==> src/rtl/video_mixer_pkg.sv <==
// Shared constants and types for the video priority mixer.
// Optional layer-mask feature is enabled with the macro VIDEO_MIXER_LAYER_MASK_EN.
package video_mixer_pkg;

    localparam int IDX_W       = 8;   // palette index width
    localparam int PRI_W       = 3;   // priority width
    localparam int CNT_W       = 9;   // pixel/line counter width
    localparam int PAL_SRC_BIT = 8;   // PAL_A bit that flags a sprite source

    localparam logic [IDX_W-1:0] DEF_SPR_TRANS = 8'hFF;
    localparam logic [CNT_W-1:0] DEF_HSTART    = 9'd24;
    localparam logic [CNT_W-1:0] DEF_HEND      = 9'd312;
    localparam logic [CNT_W-1:0] DEF_VSTART    = 9'd16;
    localparam logic [CNT_W-1:0] DEF_VEND      = 9'd240;

    localparam logic [CNT_W-1:0] CNT_MAX = '1;
    localparam logic [CNT_W-1:0] CNT_ONE = 9'd1;

    typedef logic [PAL_SRC_BIT:0] pal_addr_t;

    // Build a palette address from a source flag and an index.
    function automatic pal_addr_t make_pal(input logic spr, input logic [IDX_W-1:0] idx);
        return {spr, idx};
    endfunction

endpackage

==> src/rtl/video_priority_mixer_if.sv <==
// Pixel bus between tilegen/sprite/sync sources, the mixer and the colour PROM stage.
// LMASK only exists when VIDEO_MIXER_LAYER_MASK_EN is defined.
// Signalling: no handshake; every signal is valid on every CLK_6M rising edge,
// the mixer never stalls and its outputs are registered.
interface video_priority_mixer_if;
    import video_mixer_pkg::*;

    logic [IDX_W-1:0] DOT;
    logic [PRI_W-1:0] PR;
    logic [IDX_W-1:0] SCOL;
    logic [PRI_W-1:0] SPRI;
    logic             nHSYNC;
    logic             nVSYNC;
    logic             nBGWE;
    logic [IDX_W-1:0] MD;
`ifdef VIDEO_MIXER_LAYER_MASK_EN
    logic [1:0]       LMASK;
`endif
    pal_addr_t        PAL_A;
    logic             nBLANK;
    logic             nHSYNC_O;
    logic             nVSYNC_O;

    // Mixer side
    modport slave (
        input  DOT, PR, SCOL, SPRI, nHSYNC, nVSYNC, nBGWE, MD,
`ifdef VIDEO_MIXER_LAYER_MASK_EN
        input  LMASK,
`endif
        output PAL_A, nBLANK, nHSYNC_O, nVSYNC_O
    );

    // Source / sink side
    modport master (
        output DOT, PR, SCOL, SPRI, nHSYNC, nVSYNC, nBGWE, MD,
`ifdef VIDEO_MIXER_LAYER_MASK_EN
        output LMASK,
`endif
        input  PAL_A, nBLANK, nHSYNC_O, nVSYNC_O
    );

endinterface

==> src/rtl/video_window_counter.sv <==
// Sync falling-edge detection, pixel/line counters and active-window flag.
// Counters saturate rather than wrap so a missing sync never re-opens the window.
module video_window_counter
    import video_mixer_pkg::*;
#(
    parameter logic [CNT_W-1:0] HSTART = DEF_HSTART,
    parameter logic [CNT_W-1:0] HEND   = DEF_HEND,
    parameter logic [CNT_W-1:0] VSTART = DEF_VSTART,
    parameter logic [CNT_W-1:0] VEND   = DEF_VEND
) (
    input  logic i_clk,
    input  logic i_rst_n,
    input  logic i_hsync_n,
    input  logic i_vsync_n,
    output logic o_active
);

    logic             r_hs_prev;
    logic             r_vs_prev;
    logic [CNT_W-1:0] r_hcnt;
    logic [CNT_W-1:0] r_vcnt;
    logic             w_hfall;
    logic             w_vfall;

    assign w_hfall = r_hs_prev & ~i_hsync_n;
    assign w_vfall = r_vs_prev & ~i_vsync_n;

    // Sync history (reset high so no edge is seen right after reset) and counters;
    // a vsync edge clears vcnt even when an hsync edge lands in the same cycle.
    always_ff @(posedge i_clk) begin
        if (!i_rst_n) begin
            r_hs_prev <= 1'b1;
            r_vs_prev <= 1'b1;
            r_hcnt    <= '0;
            r_vcnt    <= '0;
        end else begin
            r_hs_prev <= i_hsync_n;
            r_vs_prev <= i_vsync_n;
            if (w_hfall)
                r_hcnt <= '0;
            else if (r_hcnt != CNT_MAX)
                r_hcnt <= r_hcnt + CNT_ONE;
            if (w_vfall)
                r_vcnt <= '0;
            else if (w_hfall && (r_vcnt != CNT_MAX))
                r_vcnt <= r_vcnt + CNT_ONE;
        end
    end

    assign o_active = (r_hcnt >= HSTART) && (r_hcnt < HEND) &&
                      (r_vcnt >= VSTART) && (r_vcnt < VEND);

endmodule

==> src/rtl/video_priority_mixer.sv <==
// Tile/sprite priority mixer with back colour, blanking and realigned syncs.
// Two-stage pipeline: stage 1 captures the pixel, stage 2 selects the source.
// Define VIDEO_MIXER_LAYER_MASK_EN to add the LMASK layer-disable input.
module video_priority_mixer
    import video_mixer_pkg::*;
#(
    parameter logic [IDX_W-1:0] SPR_TRANS = DEF_SPR_TRANS,
    parameter logic [CNT_W-1:0] HSTART    = DEF_HSTART,
    parameter logic [CNT_W-1:0] HEND      = DEF_HEND,
    parameter logic [CNT_W-1:0] VSTART    = DEF_VSTART,
    parameter logic [CNT_W-1:0] VEND      = DEF_VEND
) (
    input  logic                  CLK_6M,
    input  logic                  nRST,
    video_priority_mixer_if.slave vid
);

    logic             w_active;
    logic [IDX_W-1:0] r_bg;

    logic [IDX_W-1:0] r_s1_dot;
    logic [PRI_W-1:0] r_s1_pr;
    logic [IDX_W-1:0] r_s1_scol;
    logic [PRI_W-1:0] r_s1_spri;
    logic [IDX_W-1:0] r_s1_bg;
    logic             r_s1_active;
    logic             r_s1_hs;
    logic             r_s1_vs;
`ifdef VIDEO_MIXER_LAYER_MASK_EN
    logic [1:0]       r_s1_lmask;
`endif

    logic             w_spr_opaque;
    logic [IDX_W-1:0] w_tile_idx;
    pal_addr_t        w_pal_next;

    pal_addr_t        r_pal;
    logic             r_nblank;
    logic             r_hs_o;
    logic             r_vs_o;

    video_window_counter #(
        .HSTART (HSTART),
        .HEND   (HEND),
        .VSTART (VSTART),
        .VEND   (VEND)
    ) u_win (
        .i_clk     (CLK_6M),
        .i_rst_n   (nRST),
        .i_hsync_n (vid.nHSYNC),
        .i_vsync_n (vid.nVSYNC),
        .o_active  (w_active)
    );

    // CPU back-colour register; stage 1 samples the old value on the write edge.
    always_ff @(posedge CLK_6M) begin
        if (!nRST)
            r_bg <= '0;
        else if (!vid.nBGWE)
            r_bg <= vid.MD;
    end

    // Stage 1: capture the pixel with its window flag, syncs and back colour.
    always_ff @(posedge CLK_6M) begin
        if (!nRST) begin
            r_s1_dot    <= '0;
            r_s1_pr     <= '0;
            r_s1_scol   <= '0;
            r_s1_spri   <= '0;
            r_s1_bg     <= '0;
            r_s1_active <= 1'b0;
            r_s1_hs     <= 1'b1;
            r_s1_vs     <= 1'b1;
`ifdef VIDEO_MIXER_LAYER_MASK_EN
            r_s1_lmask  <= '0;
`endif
        end else begin
            r_s1_dot    <= vid.DOT;
            r_s1_pr     <= vid.PR;
            r_s1_scol   <= vid.SCOL;
            r_s1_spri   <= vid.SPRI;
            r_s1_bg     <= r_bg;
            r_s1_active <= w_active;
            r_s1_hs     <= vid.nHSYNC;
            r_s1_vs     <= vid.nVSYNC;
`ifdef VIDEO_MIXER_LAYER_MASK_EN
            r_s1_lmask  <= vid.LMASK;
`endif
        end
    end

    // Source selection: back colour outside the window, sprite wins ties.
    always_comb begin
        w_spr_opaque = (r_s1_scol != SPR_TRANS) && (r_s1_spri >= r_s1_pr);
        w_tile_idx   = r_s1_dot;
`ifdef VIDEO_MIXER_LAYER_MASK_EN
        if (r_s1_lmask[0])
            w_spr_opaque = 1'b0;
        if (r_s1_lmask[1])
            w_tile_idx = r_s1_bg;
`endif
        if (!r_s1_active)
            w_pal_next = make_pal(1'b0, r_s1_bg);
        else if (w_spr_opaque)
            w_pal_next = make_pal(1'b1, r_s1_scol);
        else
            w_pal_next = make_pal(1'b0, w_tile_idx);
    end

    // Stage 2: registered outputs, all aligned to the same pixel.
    always_ff @(posedge CLK_6M) begin
        if (!nRST) begin
            r_pal    <= '0;
            r_nblank <= 1'b0;
            r_hs_o   <= 1'b1;
            r_vs_o   <= 1'b1;
        end else begin
            r_pal    <= w_pal_next;
            r_nblank <= r_s1_active;
            r_hs_o   <= r_s1_hs;
            r_vs_o   <= r_s1_vs;
        end
    end

    assign vid.PAL_A    = r_pal;
    assign vid.nBLANK   = r_nblank;
    assign vid.nHSYNC_O = r_hs_o;
    assign vid.nVSYNC_O = r_vs_o;

endmodule

==> src/flat_wrapper.sv <==
// flat-port wrapper written by rule: the top's interface ports become plain ports
module video_priority_mixer_flat import video_mixer_pkg::*;
#(
    parameter logic [IDX_W-1:0] SPR_TRANS = DEF_SPR_TRANS,
    parameter logic [CNT_W-1:0] HSTART    = DEF_HSTART,
    parameter logic [CNT_W-1:0] HEND      = DEF_HEND,
    parameter logic [CNT_W-1:0] VSTART    = DEF_VSTART,
    parameter logic [CNT_W-1:0] VEND      = DEF_VEND
)
  (CLK_6M, nRST, vid_DOT, vid_PR, vid_SCOL, vid_SPRI, vid_nHSYNC, vid_nVSYNC, vid_nBGWE, vid_MD, vid_PAL_A, vid_nBLANK, vid_nHSYNC_O, vid_nVSYNC_O);
  video_priority_mixer_if vid_i ();
  input  logic CLK_6M;
  input  logic nRST;
  input wire logic [$bits(vid_i.DOT)-1:0] vid_DOT;
  input wire logic [$bits(vid_i.PR)-1:0] vid_PR;
  input wire logic [$bits(vid_i.SCOL)-1:0] vid_SCOL;
  input wire logic [$bits(vid_i.SPRI)-1:0] vid_SPRI;
  input wire logic [$bits(vid_i.nHSYNC)-1:0] vid_nHSYNC;
  input wire logic [$bits(vid_i.nVSYNC)-1:0] vid_nVSYNC;
  input wire logic [$bits(vid_i.nBGWE)-1:0] vid_nBGWE;
  input wire logic [$bits(vid_i.MD)-1:0] vid_MD;
  output wire logic [$bits(vid_i.PAL_A)-1:0] vid_PAL_A;
  output wire logic [$bits(vid_i.nBLANK)-1:0] vid_nBLANK;
  output wire logic [$bits(vid_i.nHSYNC_O)-1:0] vid_nHSYNC_O;
  output wire logic [$bits(vid_i.nVSYNC_O)-1:0] vid_nVSYNC_O;
  assign vid_i.DOT = vid_DOT;
  assign vid_i.PR = vid_PR;
  assign vid_i.SCOL = vid_SCOL;
  assign vid_i.SPRI = vid_SPRI;
  assign vid_i.nHSYNC = vid_nHSYNC;
  assign vid_i.nVSYNC = vid_nVSYNC;
  assign vid_i.nBGWE = vid_nBGWE;
  assign vid_i.MD = vid_MD;
  assign vid_PAL_A = vid_i.PAL_A;
  assign vid_nBLANK = vid_i.nBLANK;
  assign vid_nHSYNC_O = vid_i.nHSYNC_O;
  assign vid_nVSYNC_O = vid_i.nVSYNC_O;
  video_priority_mixer #(.SPR_TRANS(SPR_TRANS), .HSTART(HSTART), .HEND(HEND), .VSTART(VSTART), .VEND(VEND)) u_core (.CLK_6M(CLK_6M), .nRST(nRST), .vid(vid_i));
endmodule
==> config.mk <==
export PLATFORM = sky130hd
export DESIGN_NAME = video_priority_mixer_flat
export DESIGN_NICKNAME = d
export VERILOG_FILES = /design/src/rtl/video_mixer_pkg.sv /design/src/rtl/video_priority_mixer_if.sv /design/src/rtl/video_window_counter.sv /design/src/rtl/video_priority_mixer.sv /design/src/flat_wrapper.sv
export SDC_FILE = /design/constraint.sdc
export NUM_CORES = 1
export LEC_CHECK = 0
export CORE_MARGIN = 8
export CORE_UTILIZATION = 55
export DETAILED_ROUTE_END_ITERATION = 10
export PLACE_DENSITY = 0.89
export SLEW_MARGIN = 20
export SYNTH_ARGS = -nofsm -noshare
export SYNTH_HDL_FRONTEND = slang
export SYNTH_SLANG_ARGS = --single-unit
==> constraint.sdc <==
create_clock -name CLK_6M -period 5.2 [get_ports CLK_6M]
set_input_delay 1.56 -clock CLK_6M [delete_from_list [all_inputs] [get_ports CLK_6M]]
set_output_delay 1.56 -clock CLK_6M [all_outputs]
set_load 0.03 [all_outputs]
======== Word-level counts from Yosys, hierarchy flattened ========
Cells that the tools add are included.
storage, ports and cells
  output and inout bits ................... 12
  register bits ........................... 71
  logic and storage cells ................. 41
  input bits .............................. 35
cells by class
  reductions and logical operators ........ 8
  add/subtract/negate cells ............... 2
  order comparisons ....................... 5
  equality and inequality tests ........... 3
  mux-type cells .......................... 2
  bitwise logic cells ..................... 5
operator list
  cell                 number
  $add 9x1->9 const B  2
  $ge 9x5->1 const B   2
  $ne 9x9->1 const B   2
  $lt 9x8->1 const B   1
  $lt 9x9->1 const B   1
  $mux 9               1
  $mux 8               1
  $ne 8x8->1 const B   1
  $logic_and 1x1->1    5
  $reduce_or 2->1      2
  $ge 3x3->1           1
  $not 1->1            3
  $and 1x1->1          2
  $reduce_and 2->1     1

======== Logic depth before layout (Yosys ltp) ========
  depth in word-level cells ............... 4
  depth in mapped cells ................... 8
  mapped depth without buffers ............ 8

======== Hierarchy ========
Synthesis repeated with hierarchy kept, for this count alone.
second synthesis, totals
  cells, all modules ...................... 253
  area total of the unflattened synthesis .. 2,696.3 µm²
modules (own cells, without submodules)
  module                instances  sequential area each (µm²)  area each (µm²)  cells each
  video_priority_mixer  1          1,061.0                     1,726.7          144
  video_window_counter  1          400.4                       969.7            109

======== Worst setup path before layout ========
Ideal clock, no wire load.
  kind .................................... input to register
  from .................................... input vid_nHSYNC
  to ...................................... register u_core.u_win.r_vcnt[6]
  slack ................................... 2.651 ns
  data arrival time ....................... 2.476 ns
  cell stages on the path ................. 4
  path through ............................ nor3b_4 -> nand2_2 -> or3_1 -> a21oi_1
between the ends
  word-level cells in the longest chain between the ends .. 3
RTL lines
  what                    line                        source
  start: declaration      flat_wrapper.sv:18          input wire logic [$bits(vid_i.nHSYNC)-1:0] vid_nHSYNC;
  $not 1->1               video_window_counter.sv:25  assign w_hfall = r_hs_prev & ~i_hsync_n;
  $and 1x1->1             video_window_counter.sv:25
  $logic_and 1x1->1       video_window_counter.sv:45  else if (w_hfall && (r_vcnt != CNT_MAX))
  end signal: assignment  video_window_counter.sv:46  r_vcnt <= r_vcnt + CNT_ONE;
  end: declaration        video_window_counter.sv:21  logic [CNT_W-1:0] r_vcnt;
No other way between the ends.
A chain may end at the register's enable or synchronous reset.

======== Worst setup path after layout ========
  from .................................... input nRST
  to ...................................... register u_core.u_win.r_hcnt[5]
between the ends
  word-level cells in the longest chain between the ends .. 2
RTL lines
  what                              line                        source
  start: declaration                flat_wrapper.sv:13          input logic nRST;
  $not 1->1 (no source line)        --
  $reduce_or 2->1 (no source line)  --
  end signal: assignment            video_window_counter.sv:42  r_hcnt <= r_hcnt + CNT_ONE;
  end: declaration                  video_window_counter.sv:20  logic [CNT_W-1:0] r_hcnt;
No other way between the ends.

==> out/metrics.cfg <==
[floorplanning]
die_y_um = 84.6
design.core.area_um2 = 4630
die_width_um = 84.6
start_util_pct = 55.8
rows = 25
die_area_um2 = 7150
io_pins = 47

[critical_path]
crit_chain = clkdlybuf4s50_1, o21ai_1, a21oi_1
cpPeakStageDelay_ns = 1.05
crit_type = input port to register
crit_required_ns = 5.46
cp.arrival_ns = 3.31
path_max_fanout = 31
worstSetupStartpointType = input port
crit_slowest_cell = clkdlybuf4s50_1
cp-end-kind = register

[clock_network]
postCtsResizedCells = 0
clkLatencyLatePin_ns = 0.33
ctsLongestPathBuffers = 2
cts_hold_buf = 0
numCtsBuffers = 9
clkTransAtPathRegs_ns = 0.07
cts_htree_levels = 3
cts_tree = built
root_buffer = clkbuf_8
clkSinkCount = 71
post-cts-setup-buffers = 0

[logic_synthesis]
netlist_area_um2 = 2580
syn-mean-instance-area_um2 = 10.4
synth.area.top_cells = dfxtp_1, and2_1, ha_1, mux2i_1, o221a_2
synthDistinctLibCells = 30
synth_seq_cells = 71
yosys_warnings = 0
syn_inst = 248
synth_top_area_share_pct = 55.0
yosys.area.top_type = dfxtp_1
ys_seq_area_share_pct = 55.0
synthesis.nets = 292

[finish]
diodes = 0
syn2layout_area_growth_pct = 26.0
layoutNonFillerInstCount = 354
final_util_pct = 70.4
num-nets-final = 340
post-route-cell-area_um2 = 3260
fillers = 334
drive_above_1_share_pct = 7.67

[power_and_ir_drop]
power.density_nw_per_um2 = 318
vdd_ir_drop_max_uv = 174
power_mw = 1.03
total_leakage_power_nw = 1.30

[detailed_routing]
firstDrtPassIters = 4
vias = 1751
drt_wl_total_mm = 4.73
drt_iter0_markers = 86
ant_nets = 0
wl_per_cell_um = 13.4
drc = 0
viasPerCell = 4.95

[place]
pre_cts_slack_ns = 1.76
port-buffer-count = 46
numPlacedInstances = 339
place_area_um2 = 3080
gp_congestion = 0.742
dp_hpwl_mm = 3.37

[worst_hold_path]
min_path_type = register to register

[timing]
rsz0062_at_grt = false
clock_skew_ns = 0.00502
fmax_mhz = 327
setup_ws_ns = 2.14
slew_headroom_pct = 41.3
fin_hold_ws_ns = 0.432
slew_violations = 0
period_share_pct = 58.8
hold_violations = 0
tns_ns = 0
layout_min_cycle_time_ns = 3.06
tightest_slew_ns = 0.878
finalSetupViolCount = 0

[run]
cap_violations = 0

[global_route]
overflow = 0
grt.total_usage_pct = 13.7
antenna_found_initial = 0
grt_max_degree = 32
first_global_vias = 1793
grt_pass1_wl_mm = 7.78

[status]
status = finished clean

[synth_stat cells]
master    count
o21ai_0       3
nand2b_1      4
dfxtp_1      71
nor3b_4       1
a31oi_1       1
ha_1          9
a21o_1        1
nand2_2       1
o21ai_1       3
xor2_1        8
clkbuf_1      9
mux2i_1      11
nand2_1       7
nand4b_1      2
and2_1       33
nor4_1        1
nand3_1       7
or3_1         3
a21oi_1       5
and3_1        1
inv_1         9
nor3b_1       2
nor2_1       21
o21a_1        8
xnor2_1       3
o221a_2       8
nand4_1       5
buf_2         1
nor3_1        1
nor2b_1       9
[layer usage]
layer | GRT usage, % | share of wire [%]
met3 | 5.56 | 5.1
met2 | 20.4 | 44
met5 | 0 | 0
met1 | 15.9 | 48
met4 | 8.74 | 2.4
[logic make-up (layout without fill, tap and decap cells)]
group	count (synthesis)	after routing	synth area share (%)
adder cells (fa/ha/maj)	9	9	4.36
AND/OR/NAND/NOR	98	98	21.4
flip-flops	71	71	55.0
buffers and inverters	19	71	2.81
multiplexers	11	11	4.26
XOR/XNOR	11	11	3.73
AO/OA/AOI/OAI	29	29	8.47
[cell usage in the layout, fill, tap and decap left out, drive strengths merged, types with 2 or more instances in the layout]
| master | count |
|---|---|
| dfxtp | 71 |
| clkdlybuf4s50 | 46 |
| and2 | 33 |
| nor2 | 21 |
| clkbuf | 15 |
| mux2i | 11 |
| inv | 9 |
| nor2b | 9 |
| ha | 9 |
| o21a | 8 |
| o221a | 8 |
| xor2 | 8 |
| nand2 | 8 |
| nand3 | 7 |
| o21ai | 6 |
| nand4 | 5 |
| a21oi | 5 |
| nand2b | 4 |
| or3 | 3 |
| xnor2 | 3 |
| nor3b | 3 |
| nand4b | 2 |
[final timing paths]
| path | startpoint | end | slack, ns | cells after the start |
|---|---|---|---|---|
| max reg2reg | u_core.u_win.r_vcnt[0] | u_core.u_win.r_vcnt[6] | 3.23 | 8 |
| min | u_core.r_s1_vs | u_core.vid.nVSYNC_O | 0.43 | 2 |
| max | nRST | u_core.u_win.r_hcnt[5] | 2.14 | 3 |
| min reg2reg | u_core.r_s1_vs | u_core.vid.nVSYNC_O | 0.43 | 2 |
[cell type report]
type / instances / area (um2) / share of cell area [%]
inverters: 9 / 33.8 / 1.04
well taps: 54 / 67.6 / 2.07
multi-input cells: 158 / 1090 / 33.5
flip-flops and latches: 71 / 1420 / 43.6
repair buffers: 47 / 468 / 14.4
clock buffers: 15 / 176 / 5.41
[sequential cells by signal (all words and copies together) (netlist names)]
| signal | cells |
|---|---|
| u_core.r_bg | 8 |
| u_core.r_s1_active | 1 |
| u_core.r_s1_bg | 8 |
| u_core.r_s1_dot | 8 |
| u_core.r_s1_hs | 1 |
| u_core.r_s1_pr | 3 |
| u_core.r_s1_scol | 8 |
| u_core.r_s1_spri | 3 |
| u_core.r_s1_vs | 1 |
| u_core.u_win.r_hcnt | 9 |
| u_core.u_win.r_vcnt | 9 |
| u_core.vid.PAL_A | 9 |
| u_core.vid.nBLANK | 1 |
| u_core.vid.nHSYNC_O | 1 |
| u_core.vid.nVSYNC_O | 1 |
[report_power, final]
part	internal, mW	leakage, nW	switching (mW)
sequential	0.564	0.583	0.00865
clock	0.211	0.0898	0.177
combinational	0.0456	0.623	0.0295
[worst max-delay path, delay by kind of cell]
kind            cells  cell delay [ns]
buf+inv             1             1.05
compound gates      2             0.71
Power figures use the tool's default switching activity.
